==> src/rtl/definitions.sv <==
// Shared types and default sizes for the program-sequencing unit.
package definitions;

  localparam int PC_W_DEF      = 8;
  localparam int STK_DEPTH_DEF = 4;

  typedef enum logic [2:0] {
    PC_INC  = 3'd0,
    PC_BRA  = 3'd1,
    PC_BRR  = 3'd2,
    PC_JMP  = 3'd3,
    PC_CALL = 3'd4,
    PC_RET  = 3'd5,
    PC_HALT = 3'd6
  } pc_op_t;

  typedef enum logic {
    RUN  = 1'b0,
    HALT = 1'b1
  } pc_state_t;

endpackage

==> src/rtl/pc_seq_if.sv <==
// Decode-stage to sequencer bundle: commands in, PC and stack status out.
interface pc_seq_if #(
  parameter int PC_W      = definitions::PC_W_DEF,
  parameter int STK_DEPTH = definitions::STK_DEPTH_DEF
);
  import definitions::*;

  logic                               stall;
  pc_op_t                             op;
  logic                               taken;
  logic [PC_W-1:0]                    target;
  logic [PC_W-1:0]                    offset;
  logic [PC_W-1:0]                    PC;
  logic                               halted;
  logic [$clog2(STK_DEPTH+1)-1:0]     stk_depth;
  logic                               stk_ovf;
  logic                               stk_unf;

  modport master (
    output stall, op, taken, target, offset,
    input  PC, halted, stk_depth, stk_ovf, stk_unf
  );

  modport slave (
    input  stall, op, taken, target, offset,
    output PC, halted, stk_depth, stk_ovf, stk_unf
  );

endinterface

==> src/rtl/pc_ret_stack.sv <==
// Return-address LIFO. The body only exists when PC_RET_STACK_EN is defined,
// so a stackless build carries no stray top-level module.
`ifdef PC_RET_STACK_EN
module pc_ret_stack #(
  parameter int PC_W      = 8,
  parameter int STK_DEPTH = 4
) (
  input  logic                           clk,
  input  logic                           reset,
  input  logic                           push_i,
  input  logic                           pop_i,
  input  logic [PC_W-1:0]                data_i,
  output logic [PC_W-1:0]                top_o,
  output logic                           full_o,
  output logic                           empty_o,
  output logic [$clog2(STK_DEPTH+1)-1:0] depth_o
);
  localparam int DW    = $clog2(STK_DEPTH+1);
  localparam int IDX_W = (STK_DEPTH > 1) ? $clog2(STK_DEPTH) : 1;

  logic [PC_W-1:0]  mem_q [STK_DEPTH];
  logic [DW-1:0]    depth_q, depth_d;
  logic [IDX_W-1:0] wr_ptr, rd_ptr;

  // Entry count doubles as the write pointer; the top sits one below it.
  assign wr_ptr  = IDX_W'(depth_q);
  assign rd_ptr  = IDX_W'(depth_q - DW'(1));
  assign full_o  = (depth_q == DW'(STK_DEPTH));
  assign empty_o = (depth_q == '0);
  assign top_o   = mem_q[rd_ptr];
  assign depth_o = depth_q;

  always_comb begin
    depth_d = depth_q;
    if (push_i && !full_o)
      depth_d = depth_q + DW'(1);
    else if (pop_i && !empty_o)
      depth_d = depth_q - DW'(1);
  end

  always_ff @(posedge clk) begin
    if (reset)
      depth_q <= '0;
    else
      depth_q <= depth_d;
  end

  always_ff @(posedge clk) begin
    if (!reset && push_i && !full_o)
      mem_q[wr_ptr] <= data_i;
  end

endmodule
`endif

==> src/rtl/pc_seq.sv <==
// Program-sequencing unit: next instruction address, branches, call/return, halt.
// Define PC_RET_STACK_EN to build the hardware return-address stack.
//
// state | meaning
// RUN   | PC advances under op each unstalled cycle
// HALT  | PC, stack and flags frozen until reset
module pc_seq
  import definitions::*;
#(
  parameter int              PC_W       = PC_W_DEF,
  parameter int              STK_DEPTH  = STK_DEPTH_DEF,
  parameter logic [PC_W-1:0] START_ADDR = '0
) (
  input  logic    clk,
  input  logic    reset,
  pc_seq_if.slave bus
);
  pc_state_t       state_q, state_d;
  logic [PC_W-1:0] pc_q, pc_d, pc_inc, pc_rel;

  assign pc_inc = pc_q + PC_W'(1);
  assign pc_rel = pc_q + bus.offset;

`ifdef PC_RET_STACK_EN
  localparam int DW = $clog2(STK_DEPTH+1);

  logic            push, pop, stk_full, stk_empty;
  logic [PC_W-1:0] stk_top;
  logic [DW-1:0]   stk_depth;
  logic            ovf_q, ovf_d, unf_q, unf_d;

  pc_ret_stack #(.PC_W(PC_W), .STK_DEPTH(STK_DEPTH)) u_stack (
    .clk     (clk),
    .reset   (reset),
    .push_i  (push),
    .pop_i   (pop),
    .data_i  (pc_inc),
    .top_o   (stk_top),
    .full_o  (stk_full),
    .empty_o (stk_empty),
    .depth_o (stk_depth)
  );
`endif

  always_comb begin
    state_d = state_q;
    pc_d    = pc_q;
`ifdef PC_RET_STACK_EN
    push    = 1'b0;
    pop     = 1'b0;
    ovf_d   = ovf_q;
    unf_d   = unf_q;
`endif
    if (state_q == RUN && !bus.stall) begin
      case (bus.op)
        PC_INC:  pc_d = pc_inc;
        PC_BRA:  pc_d = bus.taken ? bus.target : pc_inc;
        PC_BRR:  pc_d = bus.taken ? pc_rel : pc_inc;
        PC_JMP:  pc_d = bus.target;
        PC_CALL: begin
          pc_d = bus.target;
`ifdef PC_RET_STACK_EN
          if (stk_full) ovf_d = 1'b1;
          else          push  = 1'b1;
`endif
        end
        PC_RET: begin
`ifdef PC_RET_STACK_EN
          if (stk_empty) begin
            pc_d  = pc_inc;
            unf_d = 1'b1;
          end else begin
            pc_d = stk_top;
            pop  = 1'b1;
          end
`else
          pc_d = pc_inc;
`endif
        end
        PC_HALT: state_d = HALT;
        default: pc_d = pc_inc;
      endcase
    end
  end

  always_ff @(posedge clk) begin
    if (reset) begin
      state_q <= RUN;
      pc_q    <= START_ADDR;
    end else begin
      state_q <= state_d;
      pc_q    <= pc_d;
    end
  end

`ifdef PC_RET_STACK_EN
  always_ff @(posedge clk) begin
    if (reset) begin
      ovf_q <= 1'b0;
      unf_q <= 1'b0;
    end else begin
      ovf_q <= ovf_d;
      unf_q <= unf_d;
    end
  end

  assign bus.stk_depth = stk_depth;
  assign bus.stk_ovf   = ovf_q;
  assign bus.stk_unf   = unf_q;
`else
  assign bus.stk_depth = '0;
  assign bus.stk_ovf   = 1'b0;
  assign bus.stk_unf   = 1'b0;
`endif

  assign bus.PC     = pc_q;
  assign bus.halted = (state_q == HALT);

endmodule

==> src/flat_wrapper.sv <==
// flat-port wrapper written by rule: the top's interface ports become plain ports
module pc_seq_flat import definitions::*;
#(
  parameter int              PC_W       = PC_W_DEF,
  parameter int              STK_DEPTH  = STK_DEPTH_DEF,
  parameter logic [PC_W-1:0] START_ADDR = '0
)
  (clk, reset, bus_stall, bus_op, bus_taken, bus_target, bus_offset, bus_PC, bus_halted, bus_stk_depth, bus_stk_ovf, bus_stk_unf);
  pc_seq_if #(.PC_W(PC_W), .STK_DEPTH(STK_DEPTH)) bus_i ();
  input  logic clk;
  input  logic reset;
  input wire logic [$bits(bus_i.stall)-1:0] bus_stall;
  input wire logic [$bits(bus_i.op)-1:0] bus_op;
  input wire logic [$bits(bus_i.taken)-1:0] bus_taken;
  input wire logic [$bits(bus_i.target)-1:0] bus_target;
  input wire logic [$bits(bus_i.offset)-1:0] bus_offset;
  output wire logic [$bits(bus_i.PC)-1:0] bus_PC;
  output wire logic [$bits(bus_i.halted)-1:0] bus_halted;
  output wire logic [$bits(bus_i.stk_depth)-1:0] bus_stk_depth;
  output wire logic [$bits(bus_i.stk_ovf)-1:0] bus_stk_ovf;
  output wire logic [$bits(bus_i.stk_unf)-1:0] bus_stk_unf;
  assign bus_i.stall = bus_stall;
  assign bus_i.op = bus_op;
  assign bus_i.taken = bus_taken;
  assign bus_i.target = bus_target;
  assign bus_i.offset = bus_offset;
  assign bus_PC = bus_i.PC;
  assign bus_halted = bus_i.halted;
  assign bus_stk_depth = bus_i.stk_depth;
  assign bus_stk_ovf = bus_i.stk_ovf;
  assign bus_stk_unf = bus_i.stk_unf;
  pc_seq #(.PC_W(PC_W), .STK_DEPTH(STK_DEPTH), .START_ADDR(START_ADDR)) u_core (.clk(clk), .reset(reset), .bus(bus_i));
endmodule
==> config.mk <==
export PLATFORM = sky130hd
export DESIGN_NAME = pc_seq_flat
export DESIGN_NICKNAME = d
export VERILOG_FILES = /design/src/rtl/definitions.sv /design/src/rtl/pc_seq_if.sv /design/src/rtl/pc_ret_stack.sv /design/src/rtl/pc_seq.sv /design/src/flat_wrapper.sv
export SDC_FILE = /design/constraint.sdc
export NUM_CORES = 1
export LEC_CHECK = 0
export ABC_AREA = 1
export BUFFER_PORTS_ARGS = -buffer_cell sky130_fd_sc_hd__clkbuf_2
export CORE_UTILIZATION = 32
export DETAILED_ROUTE_END_ITERATION = 10
export GPL_ROUTABILITY_DRIVEN = 1
export SLEW_MARGIN = 20
export SYNTH_ARGS = -nofsm -noshare
export SYNTH_HDL_FRONTEND = slang
export SYNTH_SLANG_ARGS = --single-unit
==> constraint.sdc <==
create_clock -name clk -period 2.2 [get_ports clk]
set_input_delay 0.44 -clock clk [delete_from_list [all_inputs] [get_ports clk]]
set_output_delay 0.44 -clock clk [all_outputs]
set_load 0.1 [all_outputs]
==> flow_metrics.py, run 1 <==
metrics = {
    "yosys": {
        "synth_compound_area_frac": 0.143,
        "synth_xor_area_frac": 0.0461,
        "yosys.area.top_type": "nand2_1",
        "yosys_warnings": 0,
        "async_flop_share": 0,
        "synth_simple_gate_area_frac": 0.400,
        "netlist_instances": 198,
        "synth.top_cell.area_share": 0.217,
        "avgSynthCellArea_um2": 5.76,
        "ys_types": 25,
        "synth_fa_ha_area_frac": 0.105,
        "synth-seq-area-share": 0.158,
        "ys_ff_latch": 9,
        "synth.area.top_cells": "nand2_1, dfxtp_1, ha_1",
        "synth_top_family_by_area": "simple AND/OR/NAND/NOR gates",
        "synthMuxAreaShare": 0,
        "synth_ff_type": "dfxtp_1",
        "synth_edf_count": 0,
        "syn_area_um2": 1140,
    },
    "placed_design": {
        "routabilityCongestion": 0.804,
        "hpwlAfterDp_um": 2340,
        "io_buffers": 31,
        "pre_cts_ws_ns": 0.296,
    },
    "route": {
        "drt_first_iter_violations": 34,
        "via_per_inst": 4.42,
        "dr.pass1.iters": 4,
        "drc": 0,
        "vias": 1229,
        "wl_per_cell_um": 10.2,
        "ant_nets": 0,
        "routed_wl_um": 2840,
    },
    "grt": {
        "grt_pass1_vias": 1088,
        "grt_use_total": 0.168,
        "grt_max_degree": 12,
        "grt_pass1_wl_um": 4770,
        "grt-ovfl-total": 0,
        "antenna_found_initial": 0,
    },
    "worst_hold_path": {
        "worstHoldStart": "reset",
        "hold_class": "in -> reg",
    },
    "sta": {
        "fin_tns_setup_ns": 0,
        "hold_viol": 0,
        "tightest_slew_ns": 0.542,
        "skew_ns": 0.00190,
        "setup_viol": 0,
        "max_freq_ghz": 0.559,
        "rsz0062_at_grt": "false",
        "fin_crit_sh": 0.814,
        "drv_slew": 0,
        "timing.final.ws_setup_ns": 0.410,
        "slew_headroom": 0.641,
        "period_minus_slack_ns": 1.79,
    },
    "floorplanning": {
        "die_y_um": 61.7,
        "core_um2": 3360,
        "floorplan.io_pins": 37,
        "rows": 21,
        "die_w_um": 61.7,
        "start_util": 0.339,
        "die_area_um2": 3800,
    },
    "clocking": {
        "htree_levels": 1,
        "cts_resized": 0,
        "clock_sinks": 9,
        "clk_path_buf_depth": 2,
        "path_clk_slew_ns": 0.07,
        "cts-buffers-inserted": 3,
        "cts_setup_buffers": 0,
        "cts_tree": "yes",
        "insertion_delay_ns": 0.26,
        "hold_buffers": 0,
        "cts_root_buffer": "clkbuf_4",
    },
    "layout": {
        "final_cell_mix": "nand2_1, clkbuf_2, inv_1, nand3_1",
        "final_nets": 265,
        "area_delta_synth_final_pct": 19.2,
        "num_antenna_cells": 0,
        "layout-drive-gt1-share": 0.198,
        "multi_input_area_um2": 810,
        "num-fill-cells": 409,
        "final_common_cell": "nand2_1",
        "register_area_um2": 183,
        "final_core_util": 0.404,
    },
    "critical_path": {
        "cp-start-kind": "flop",
        "cp-end-kind": "flop",
        "criticalPathCategory": "reg -> reg",
        "critPathSlowestCell": "fa_1",
        "worstPathRequired_ns": 2.35,
        "r2r-start": "u_core.bus.PC[0]$_SDFFE_PP0P_",
        "crit_buf_inv": 0,
        "critPathMaxStageDelay_ns": 0.43,
        "crit_chain": "ha_1 -> fa_1 -> a21oi_1 -> xor2_1 -> nand2_1 -> nand2_1 -> nand2_1 -> nand2_1 -> a21oi_1",
        "cp_top_family": "adder cells",
        "cp-startpoint": "u_core.bus.PC[0]$_SDFFE_PP0P_",
        "arrival_ns": 1.94,
        "critical_path.max_fanout": 6,
        "cpMostUsedCell": "nand2_1",
    },
    "pwr": {
        "ir_worst_vdd_uv": 250,
        "p_total_uw": 678,
        "power-per-cell-area_nw_per_um2": 499,
        "p_leak_uw": 0.000755,
    },
    "run_status": {
        "run_status": "complete, no violations",
    },
    "run": {
        "cap_viol_max_count": 0,
    },
}
==> state kept, by name, indices dropped and copies added, names as in the netlist <==
register and flops:
u_core.bus.PC 8, u_core.bus.halted 1
==> layout make-up <==
| type | instances | area share |
|---|---|---|
| inverter | 30 | 0.0829 |
| tap | 46 | 0.0424 |
| clock buffer | 4 | 0.0193 |
| timing repair buffer | 33 | 0.125 |
| sequential | 9 | 0.134 |
| multi-input combinational | 156 | 0.596 |
==> per-stage QoR <==
stage	area (um2)	instances	hold slack, ns
after floorplan	1160	202	0.509
after global placement	1330	274	0.516
after detailed placement	1330	274	0.513
after CTS	1360	278	0.423
after global routing	1360	278	0.414
final	1360	278	0.419
==> layer usage <==
metal  part of all wire  wire, um  up-vias  track usage
met4             0.0067        19        0       0.0476
met5                  0         0        -            0
li1                   -         -      689            -
met3              0.029        82        2       0.0147
met1               0.51      1450      517        0.238
met2               0.45      1290       21        0.272
==> worst paths after layout <==
check / endpoint / slack (ns) / cells past startpoint
worst max register to register: u_core.bus.PC[4]$_SDFFE_PP0P_ / 0.41 / 9
worst min-delay path: u_core.bus.PC[7]$_SDFFE_PP0P_ / 0.42 / 2
worst max-delay path: u_core.bus.PC[4]$_SDFFE_PP0P_ / 0.41 / 9
worst min register to register: u_core.bus.halted$_SDFFE_PP0P_ / 0.53 / 2
==> power breakdown <==
part	leakage, uW	internal (uW)	switching, uW	total (uW)
clock	0.0000150	69.9	68.1	138
sequential	0.0000745	175	17.2	193
combinational	0.000666	97.0	251	348
==> logic make-up (layout without fill, tap and decap cells) <==
kind of cell | after synthesis | count (layout)
adders and majority gates | 9 | 9
and+or+nand+nor | 107 | 107
xor gates and xnor gates | 6 | 6
AOI/OAI and AO/OA | 29 | 29
buffers and inverters | 37 | 67
other | 1 | 5
DFF | 9 | 9
==> worst reg2reg max path, cell delays in order (launching register included) <==
cell and delay, ns:
dfxtp_1 0.37, ha_1 0.25, fa_1 0.43, a21oi_1 0.19, xor2_1 0.17, nand2_1 0.06
nand2_1 0.06, nand2_1 0.05, nand2_1 0.05, a21oi_1 0.05
==> synthesized netlist by cell type, types with 2 or more instances <==
master	instances
inv_2	2
nand2_2	2
a21oi_1	10
nand3b_1	2
buf_4	7
o21ai_0	13
xor2_1	4
nand2_1	66
nand3_1	19
nand4_1	3
inv_1	25
dfxtp_1	9
o211ai_1	2
nor2_1	13
xnor2_1	2
ha_1	8
clkinv_1	3
Power figures use the tool's default switching activity.
==> run 2, diff against run 1 <==
clock period = 1.6 ns   (was 2.2 ns; I/O delays follow)
==> flow_metrics.py, run 2 (synthesis results as in run 1) <==
metrics = {
    "run_status": {
        "run_status": "complete, no violations",
    },
    "critical_path": {
        "critPathSlowestCell": "buf_2",
        "ff2ff_path_depth": 9,
        "cp-start-kind": "flop",
        "cp-end-kind": "output port",
        "criticalPathCategory": "reg -> out",
        "crit_chain": "buf_4 -> buf_2",
        "worstPathRequired_ns": 1.28,
        "arrival_ns": 1.23,
        "cp_top_family": "buffers and inverters",
        "crit_buf_inv": 2,
        "critPathMaxStageDelay_ns": 0.43,
        "worstReg2RegEnd": "u_core.bus.PC[4]$_SDFFE_PP0P_",
        "ff2ff_setup_slack_ns": 0.06,
        "r2r-start": "u_core.bus.PC[0]$_SDFFE_PP0P_",
        "critical_path.max_fanout": 7,
    },
    "pwr": {
        "p_leak_uw": 0.000812,
        "power-per-cell-area_nw_per_um2": 639,
        "ir_worst_vdd_uv": 289,
    },
    "sta": {
        "fin_crit_sh": 0.967,
        "slew_headroom": 0.642,
        "timing.final.ws_setup_ns": 0.0521,
        "rsz0062_at_grt": "true",
        "max_freq_ghz": 0.646,
        "drv_slew": 0,
        "skew_ns": 0.00286,
        "tightest_slew_ns": 0.539,
        "hold_viol": 0,
        "period_minus_slack_ns": 1.55,
        "setup_viol": 0,
    },
    "layout": {
        "num_antenna_cells": 0,
        "area_delta_synth_final_pct": 39.3,
        "largest_register_ffs": 8,
        "final_cell_mix": "nand2_1, clkbuf_2, inv_1, nand3_1, buf_4",
        "finalInstanceArea_um2": 1590,
        "final_common_cell": "nand2_1",
        "num-fill-cells": 382,
        "final_nets": 276,
        "layout-drive-gt1-share": 0.329,
    },
    "route": {
        "dr.pass1.iters": 4,
        "vias": 1313,
        "top_layer_used": "met4",
        "drc": 0,
        "wl_per_cell_um": 10.9,
        "via_per_inst": 4.54,
        "routed_wl_um": 3150,
        "ant_nets": 0,
        "drt_first_iter_violations": 38,
        "wl_met3_um": 115,
        "met2_length_um": 1480,
        "wl_met1_um": 1490,
    },
    "worst_hold_path": {
        "whs_path_depth": 2,
        "worstHoldEndpoint": "u_core.bus.PC[5]$_SDFFE_PP0P_",
        "worstHoldStart": "reset",
        "hold_class": "in -> reg",
    },
    "grt": {
        "grt_use_total": 0.183,
        "antenna_found_initial": 0,
        "grt_max_degree": 12,
        "grt_pass1_wl_um": 5100,
        "grt-ovfl-total": 0,
        "grt_pass1_vias": 1217,
    },
    "placed_design": {
        "hpwlAfterDp_um": 2500,
        "routabilityCongestion": 0.799,
        "pre_cts_ws_ns": -0.0322,
        "placed_area_um2": 1470,
        "io_buffers": 31,
    },
    "clocking": {
        "path_clk_slew_ns": 0.07,
        "htree_levels": 1,
        "cts_tree": "yes",
        "cts-buffers-inserted": 3,
        "cts_root_buffer": "clkbuf_4",
        "insertion_delay_ns": 0.27,
        "clock_sinks": 9,
        "hold_buffers": 0,
        "clk_path_buf_depth": 2,
    },
    "floorplanning": {
        "core_um2": 3360,
        "rows": 21,
        "die_area_um2": 3800,
        "die_w_um": 61.7,
        "start_util": 0.339,
        "floorplan.io_pins": 37,
        "die_y_um": 61.7,
    },
    "run": {
        "cap_viol_max_count": 0,
    },
}
run 2: final cells by class:
cell class | instances | area, um2 | share of cell area
Multi-Input combinational cell | 156 | 927 | 0.584
Timing Repair Buffer | 44 | 255 | 0.161
Sequential cell | 9 | 209 | 0.132
Inverter | 30 | 113 | 0.0709
Tap cell | 46 | 57.6 | 0.0362
Clock buffer | 4 | 26.3 | 0.0165
run 2: metal layers:
metal	track usage	vias up
li1	-	714
met1	0.232	566
met2	0.303	27
met3	0.0231	6
met4	0.0921	0
met5	0	-
run 2: worst max path at each step:
| stage | start | to | slack, ns | depth (start not counted) |
|---|---|---|---|---|
| 6_report | u_core.bus.PC[5]$_SDFFE_PP0P_ | bus_PC[5] | 0.05 | 2 |
| 3_5_place_dp | bus_offset[0] | u_core.bus.PC[4]$_SDFFE_PP0P_ | -0.03 | 10 |
| 4_1_cts | u_core.bus.PC[5]$_SDFFE_PP0P_ | bus_PC[5] | 0.03 | 2 |
| 3_3_place_gp | bus_offset[0] | u_core.bus.PC[4]$_SDFFE_PP0P_ | -0.02 | 10 |
| 2_1_floorplan | u_core.bus.PC[0]$_SDFFE_PP0P_ | u_core.bus.PC[4]$_SDFFE_PP0P_ | -0.04 | 9 |
| 5_1_grt | u_core.bus.PC[0]$_SDFFE_PP0P_ | u_core.bus.PC[4]$_SDFFE_PP0P_ | -0.04 | 9 |
run 2: timing repair:
item                       in CTS  in global routing
gates resized for setup         0                 15
buffers inserted                0                  2
setup endpoints to repair       0                  4
run 2: per-stage QoR:
step | hold WS [ns] | instances | TNS, ns | utilization | total power (uW)
final | 0.292 | 289 | 0 | 0.472 | 1010
after global routing | 0.291 | 289 | -0.0458 | 0.472 | 1090
after CTS | 0.279 | 287 | 0 | 0.444 | 990
after detailed placement | 0.486 | 283 | -0.0499 | 0.436 | 791
after global placement | 0.485 | 283 | -0.0214 | 0.436 | 793
after floorplan | 0.379 | 202 | -0.0576 | - | 670
run 2: worst reg2reg max path: cells and delay by family, from the launching register on:
| kind | cells | cell delay [ns] |
|---|---|---|
| AOI/OAI and AO/OA | 2 | 0.20 |
| xor gates and xnor gates | 1 | 0.15 |
| adders and majority gates | 2 | 0.53 |
| DFF | 1 | 0.35 |
| and+or+nand+nor | 4 | 0.21 |
run 2: power by group:
group | internal (uW) | switching, uW
combinational | 183 | 375
clock | 96.7 | 97.5
sequential | 239 | 22.5
==> run 3, diff against run 2 <==
clock period = 1.5 ns   (was 1.6 ns; I/O delays follow)
==> flow_metrics.py, run 3 (synthesis results as in run 1) <==
metrics = {
    "floorplanning": {
        "start_util": 0.339,
        "die_area_um2": 3800,
        "floorplan.io_pins": 37,
        "die_w_um": 61.7,
        "rows": 21,
        "die_y_um": 61.7,
        "core_um2": 3360,
    },
    "layout": {
        "finalInstanceArea_um2": 1680,
        "final_common_cell": "nand2_1",
        "num-fill-cells": 386,
        "num_antenna_cells": 0,
        "register_area_um2": 209,
        "final_cell_mix": "nand2_1, buf_4, inv_1, clkbuf_2, nand3_1",
        "layout-drive-gt1-share": 0.376,
        "multi_input_area_um2": 950,
        "final_core_util": 0.500,
        "final_nets": 283,
        "largest_register_ffs": 8,
        "area_delta_synth_final_pct": 47.4,
    },
    "critical_path": {
        "critPathMaxStageDelay_ns": 0.36,
        "worstPathRequired_ns": 1.66,
        "crit_buf_inv": 0,
        "critPathSlowestCell": "fa_2",
        "crit_chain": "ha_4 -> fa_2 -> a21oi_2 -> xor2_1 -> nand2_1 -> nand2_1 -> nand2_1 -> nand2_1 -> a21oi_2",
        "r2r-start": "u_core.bus.PC[0]$_SDFFE_PP0P_",
        "cp_top_family": "adder cells",
        "cp-startpoint": "u_core.bus.PC[0]$_SDFFE_PP0P_",
        "cp-start-kind": "flop",
        "ff2ff_setup_slack_ns": -0.04,
        "criticalPathCategory": "reg -> reg",
        "critical_path.max_fanout": 3,
        "cpMostUsedCell": "nand2_1",
        "cp-end-kind": "flop",
        "arrival_ns": 1.69,
    },
    "clocking": {
        "path_clk_slew_ns": 0.07,
        "clock_sinks": 9,
        "clk_path_buf_depth": 2,
        "cts_tree": "yes",
        "cts_root_buffer": "clkbuf_4",
        "insertion_delay_ns": 0.27,
        "htree_levels": 1,
        "cts-buffers-inserted": 3,
    },
    "route": {
        "vias": 1361,
        "routed_wl_um": 3230,
        "wl_per_cell_um": 10.9,
        "drt_first_iter_violations": 28,
        "dr.pass1.iters": 4,
        "via_per_inst": 4.60,
        "drc": 0,
        "ant_nets": 0,
    },
    "sta": {
        "fin_tns_setup_ns": -0.0353,
        "slew_headroom": 0.643,
        "skew_ns": 0.00516,
        "period_minus_slack_ns": 1.54,
        "timing.final.ws_setup_ns": -0.0353,
        "max_freq_ghz": 0.651,
        "fin_crit_sh": 1.02,
        "setup_viol": 1,
        "rsz0062_at_grt": "true",
        "timing.hold.ws_ns": 0.274,
        "tightest_slew_ns": 0.537,
        "drv_slew": 0,
        "hold_viol": 0,
    },
    "pwr": {
        "ir_worst_vdd_uv": 305,
        "power-per-cell-area_nw_per_um2": 670,
        "p_total_uw": 1130,
        "p_leak_uw": 0.000855,
    },
    "run_status": {
        "failed_checks": "setup timing",
        "run_status": "complete, but fails checks",
    },
    "placed_design": {
        "hpwlAfterDp_um": 2460,
        "io_buffers": 31,
        "routabilityCongestion": 0.785,
        "placed_area_um2": 1530,
    },
    "grt": {
        "grt_pass1_vias": 1184,
        "antenna_found_initial": 0,
        "grt-ovfl-total": 0,
        "grt_pass1_wl_um": 4860,
        "grt_use_total": 0.177,
        "grt_max_degree": 12,
    },
    "worst_hold_path": {
        "worstHoldStart": "reset",
        "hold_class": "in -> reg",
    },
    "run": {
        "cap_viol_max_count": 0,
    },
}
## run 3: changes by cell type in the layout (fill, tap and decap cells not counted), moves of 2 or more
cell / change
nor2_2: +2
a21oi_1: -2
clkbuf_2: -5
nand2_1: -2
o21ai_1: +2
o21ai_0: -2
nand2_2: +2
a21oi_2: +2
buf_4: +14
buf_2: -2
## run 3: layer usage
| layer | GRT usage | up-vias | part of all wire | routed length (um) |
|---|---|---|---|---|
| met3 | 0.0231 | 2 | 0.028 | 91 |
| met4 | 0.0667 | 0 | 0.0071 | 23 |
| met2 | 0.309 | 20 | 0.49 | 1570 |
| met5 | 0 | - | 0 | 0 |
| li1 | - | 728 | - | - |
| met1 | 0.221 | 611 | 0.48 | 1540 |
## run 3: final timing paths
kind                                         end  cells past startpoint
setup / recovery   u_core.bus.PC[4]$_SDFFE_PP0P_                      9
hold / removal     u_core.bus.PC[5]$_SDFFE_PP0P_                      2
setup reg to reg   u_core.bus.PC[4]$_SDFFE_PP0P_                      9
hold reg to reg   u_core.bus.halted$_SDFFE_PP0P_                      2
## run 3: per-stage QoR
step | std cells | setup slack (ns)
final | 296 | -0.0353
after global routing | 296 | -0.147
after CTS | 292 | -0.0385
after detailed placement | 288 | -0.114
after global placement | 288 | -0.104
after floorplan | 202 | -0.138
## run 3: final cells by class
cell class / instances / share of cell area
inverter: 30 / 0.0670
multi-input combinational: 156 / 0.565
timing repair buffer: 51 / 0.194
tap: 46 / 0.0343
sequential: 9 / 0.124
clock buffer: 4 / 0.0156
## run 3: timing repair
action | in CTS | in global routing
hold endpoints to repair | 0 | 0
pin swaps | 0 | 5
endpoints found under the setup margin | 3 | 5
gates resized for setup | 2 | 16
hold buffers | 0 | 0
buffers inserted | 0 | 4
## run 3: worst register-to-register path: cells and delay by family, from the launching register on
family	cells	cell delay, ns
fa+ha+maj	2	0.52
flops	1	0.35
simple gates	4	0.23
compound gates	2	0.19
xor+xnor	1	0.15
## run 3: report_power, final
group | internal (uW) | switching, uW | total, uW
Sequential | 255 | 21.7 | 276
Clock | 103 | 101 | 204
Combinational | 231 | 414 | 645
Total | 589 | 537 | 1130
